`src/rtl/blink_multirate.sv`:
```
// rtl/blink_multirate.sv - four-rate 50% duty LED blinker with glitch-free rate switch
// Optional BLINK_SYNC_EN: 2-flop synchronizers on en and sel.
module blink_multirate #(
    parameter int CNT_W = 32,
    parameter int HALF0 = 500,
    parameter int HALF1 = 1250,
    parameter int HALF2 = 2500,
    parameter int HALF3 = 12500
) (
    input  logic       clk,
    input  logic       rst,
    input  logic       en,
    input  logic [1:0] sel,
    output logic       led,
    output logic       tick,
    output logic [1:0] rate_cur
);

    typedef enum logic {
        IDLE = 1'b0,
        RUN  = 1'b1
    } state_t;

    localparam logic [CNT_W-1:0] TERM0 = CNT_W'(HALF0 - 1);
    localparam logic [CNT_W-1:0] TERM1 = CNT_W'(HALF1 - 1);
    localparam logic [CNT_W-1:0] TERM2 = CNT_W'(HALF2 - 1);
    localparam logic [CNT_W-1:0] TERM3 = CNT_W'(HALF3 - 1);

    logic       en_i;
    logic [1:0] sel_i;

`ifdef BLINK_SYNC_EN
    logic [1:0] en_sync;
    logic [1:0] sel_sync0;
    logic [1:0] sel_sync1;

    always_ff @(posedge clk or posedge rst) begin
        if (rst) begin
            en_sync   <= 2'b00;
            sel_sync0 <= 2'b00;
            sel_sync1 <= 2'b00;
        end else begin
            en_sync   <= {en_sync[0], en};
            sel_sync0 <= sel;
            sel_sync1 <= sel_sync0;
        end
    end

    assign en_i  = en_sync[1];
    assign sel_i = sel_sync1;
`else
    assign en_i  = en;
    assign sel_i = sel;
`endif

    state_t           state, state_nxt;
    logic [CNT_W-1:0] cnt, cnt_nxt;
    logic [CNT_W-1:0] term;
    logic             led_nxt;
    logic             tick_nxt;
    logic [1:0]       rate_nxt;

    always_comb begin
        term = TERM0;
        case (rate_cur)
            2'd0: term = TERM0;
            2'd1: term = TERM1;
            2'd2: term = TERM2;
            2'd3: term = TERM3;
            default: term = TERM0;
        endcase
    end

    // Disable takes priority over a coincident terminal count: no toggle pulse.
    always_comb begin
        state_nxt = state;
        cnt_nxt   = cnt;
        led_nxt   = led;
        tick_nxt  = 1'b0;
        rate_nxt  = rate_cur;
        if (!en_i) begin
            state_nxt = IDLE;
            cnt_nxt   = '0;
            led_nxt   = 1'b0;
            rate_nxt  = sel_i;
        end else begin
            case (state)
                IDLE: begin
                    state_nxt = RUN;
                    cnt_nxt   = '0;
                    led_nxt   = 1'b0;
                    rate_nxt  = sel_i;
                end
                RUN: begin
                    if (cnt == term) begin
                        cnt_nxt  = '0;
                        led_nxt  = ~led;
                        tick_nxt = 1'b1;
                        rate_nxt = sel_i;
                    end else begin
                        cnt_nxt = cnt + CNT_W'(1);
                    end
                end
                default: begin
                    state_nxt = IDLE;
                    cnt_nxt   = '0;
                    led_nxt   = 1'b0;
                end
            endcase
        end
    end

    always_ff @(posedge clk or posedge rst) begin
        if (rst) begin
            state    <= IDLE;
            cnt      <= '0;
            led      <= 1'b0;
            tick     <= 1'b0;
            rate_cur <= 2'd0;
        end else begin
            state    <= state_nxt;
            cnt      <= cnt_nxt;
            led      <= led_nxt;
            tick     <= tick_nxt;
            rate_cur <= rate_nxt;
        end
    end

endmodule

```
`config.mk`:
```
export PLATFORM = sky130hd
export DESIGN_NAME = blink_multirate
export DESIGN_NICKNAME = d
export VERILOG_FILES = /design/src/rtl/blink_multirate.sv
export SDC_FILE = /design/constraint.sdc
export NUM_CORES = 1
export LEC_CHECK = 0
export CORE_ASPECT_RATIO = 1.4
export CORE_MARGIN = 2
export CORE_UTILIZATION = 65
export CTS_BUF_LIST = sky130_fd_sc_hd__clkbuf_8
export DETAILED_ROUTE_END_ITERATION = 10
export PLACE_DENSITY = 0.95
export SLEW_MARGIN = 20
export SYNTH_ARGS = -nofsm -noshare
export SYNTH_HDL_FRONTEND = slang
export SYNTH_SLANG_ARGS = --single-unit
```
`constraint.sdc`:
```
create_clock -name clk -period 4.2 [get_ports clk]
set_input_delay 0.84 -clock clk [delete_from_list [all_inputs] [get_ports clk]]
set_output_delay 0.84 -clock clk [all_outputs]
set_load 0.05 [all_outputs]
```
==> results.py <==
metrics = {
    "clocking": {
        "htree_levels": 2,
        "insertion_delay_ns": 0.30,
        "cts_buffers": 5,
        "cts_resized": 0,
        "cts_setup_buffers": 0,
        "cts-root-buf": "clkbuf_8",
        "cts_tree": "done",
        "cts.clk_slew.worst_paths_ns": 0.07,
        "cts.sinks": 37,
        "clock_path_buffers": 2,
        "postCtsHoldBufs": 0,
    },
    "die": {
        "ios": 9,
        "chipHeight_um": 69.0,
        "start_util": 0.682,
        "die-area_um2": 3480,
        "dieWidth_um": 50.4,
        "fp-row-count": 23,
        "core_area_um2": 2880,
    },
    "power_and_ir_drop": {
        "seqPwrFrac": 0.549,
        "leakage_nw": 0.905,
        "p_comb_frac": 0.071,
        "power.total_w": 0.000662,
        "p_clk_frac": 0.380,
        "peakVddDrop_uv": 315,
        "p_sw_w": 0.000160,
        "cellPowerDensity_nw_per_um2": 308,
        "internal_power_w": 0.000502,
        "swShare": 0.241,
    },
    "setup_path": {
        "crit_arrival_ns": 3.06,
        "reg2reg_to": "rate_cur[1]",
        "cp-end-kind": "flip-flop",
        "regToRegStartpoint": "rate_cur[0]",
        "cp_max_fo": 34,
        "crit_end": "rate_cur[1]",
        "r2r_slack_ns": 1.29,
        "critPathKind": "flip-flop to flip-flop",
        "reg2reg_depth": 7,
        "crit_start": "rate_cur[0]",
        "critPathRequiredTime_ns": 4.35,
        "worstSetupStartpointType": "flip-flop",
    },
    "final_layout": {
        "fin_util": 0.746,
        "layout_common_cells": "37 x dfrtp_1, 35 x nor2_1, 24 x xor2_1",
        "drive_above_1_share": 0.0569,
        "diodes": 0,
        "final_cell_area_um2": 2150,
        "area_delta_synth_final_pct": 9.31,
        "layout_commonest_cell": "dfrtp_1",
        "nets": 222,
    },
    "drt": {
        "wl_per_cell_um": 18.1,
        "drtIter0Drc": 115,
        "drc": 0,
        "routed_wl_um": 4500,
        "ant_nets": 0,
        "drt-vias-per-instance": 6.35,
        "vias": 1574,
        "first_pass_iters": 6,
    },
    "logic_synthesis": {
        "synth-seq-cells": 37,
        "ys_seq_area_frac": 0.472,
        "synth_area_leaders": "dfrtp_1 47%, xor2_1 11%, nor2_1 6.7%, xnor2_1 4.9%, ha_1 3.8%",
        "netlist_instances": 203,
        "avgSynthCellArea_um2": 9.67,
        "syn_area_um2": 1960,
        "synth_top_area_cell": "dfrtp_1",
        "synth_edf_count": 0,
        "yosysTopAreaCellShare": 0.472,
        "ys_types": 31,
        "syn_nets": 214,
        "synth_ff_type": "dfrtp_1",
        "yosysWarnings": 0,
        "ys_async_sr_fraction": 1.00,
    },
    "timing": {
        "fin_tns_setup_ns": 0,
        "min_period_over_period": 0.693,
        "setup_viol": 0,
        "slew_violations": 0,
        "final.min_clock_period_ns": 2.91,
        "hold_viol": 0,
        "rsz0062_at_grt": "false",
        "setup_ws_ns": 1.29,
        "skew_ns": 0.00756,
        "tightest_slew_ns": 1.04,
        "slew-limit-headroom": 0.300,
        "fmax_mhz": 343,
    },
    "grt": {
        "grt_pass1_wl_um": 7570,
        "grt_pass1_vias": 1618,
        "track_usage": 0.291,
        "gr-total-overflow": 0,
        "grt_max_degree": 38,
        "antenna_found_initial": 0,
    },
    "hold_path": {
        "holdCritPathClass": "flip-flop to flip-flop",
    },
    "placed_design": {
        "dpl.hpwl_um": 2810,
        "numPortBuffers": 8,
        "gp_congestion": 0.902,
        "dpl_cell_area_um2": 2060,
        "preCtsSetupSlack_ns": 1.49,
    },
    "status": {
        "run_status": "completed",
    },
    "flow_run": {
        "cap_violations": 0,
    },
}
-- routing by layer --
layer | vias up | global-route usage | share of wire
met1 | 758 | 0.344 | 0.37
met5 | - | 0 | 0
met2 | 85 | 0.487 | 0.54
met3 | 24 | 0.0455 | 0.052
met4 | 0 | 0.177 | 0.044
li1 | 707 | - | -
-- stage by stage --
| stage | std cells | hold slack, ns |
|---|---|---|
| 5_1_grt | 248 | 0.582 |
| 3_5_place_dp | 241 | 0.542 |
| 3_3_place_gp | 241 | 0.536 |
| 4_1_cts | 248 | 0.559 |
| 2_1_floorplan | 203 | 0.480 |
| 6_report | 248 | 0.560 |
-- power by group through the flow --
stage          Combinational, W  Clock, W  Sequential (W)
2_1_floorplan         0.0000252         0        0.000375
3_3_place_gp          0.0000426         0        0.000370
3_5_place_dp          0.0000442         0        0.000370
4_1_cts               0.0000470  0.000253        0.000363
5_1_grt               0.0000508  0.000268        0.000363
6_report              0.0000468  0.000251        0.000364
-- synthesized netlist by cell type, types with 2 or more instances --
cell      count
nor2_1       35
nand3_1      11
o21ai_0       5
ha_1          6
nor4_1        9
xor2_1       24
dfrtp_1      37
and2_1        2
nor4b_1       2
nor3_1        3
and4_1        4
nand4_1      11
and3_1        6
inv_1         7
clkbuf_1      2
xnor2_1      11
nand2_1      10
buf_2         5
-- worst max-delay path, cell delays in order (launching register included) --
cell     delay, ns
dfrtp_1       0.47
inv_1         0.12
ha_1          0.24
nor3_1        0.25
o22ai_1       0.11
nor4_1        0.68
or2_2         0.65
o21ai_0       0.22
-- worst min path at each step --
stage,slack (ns),startpoint,depth (start not counted),endpoint
final,0.56,cnt[31],2,cnt[31]
after global routing,0.58,cnt[0],1,cnt[0]
after CTS,0.56,cnt[0],1,cnt[0]
after detailed placement,0.54,cnt[31],2,cnt[31]
after global placement,0.54,led,2,led
after floorplan,0.48,cnt[0],1,cnt[0]
-- state kept, by name, indices dropped and copies added (netlist names) --
name	flops
rate_cur	2
cnt	32
tick	1
led	1
state	1
-- kinds of logic after synthesis --
group	after synthesis	synth area share
xor gates and xnor gates	35	0.156
adders and majority gates	6	0.0382
DFF	37	0.472
and+or+nand+nor	102	0.279
AOI/OAI and AO/OA	8	0.0223
buffers and inverters	15	0.0325
-- layout make-up --
| cell class | count | area [um^2] |
|---|---|---|
| Sequential cell | 37 | 926 |
| Clock inverter | 1 | 3.75 |
| Inverter | 7 | 26.3 |
| Fill cell | 173 | 732 |
| Clock buffer | 6 | 82.6 |
| Multi-Input combinational cell | 151 | 973 |
| Tap cell | 37 | 46.3 |
| Timing Repair Buffer | 9 | 87.6 |
No activity file was read; power rests on OpenSTA's default activity.
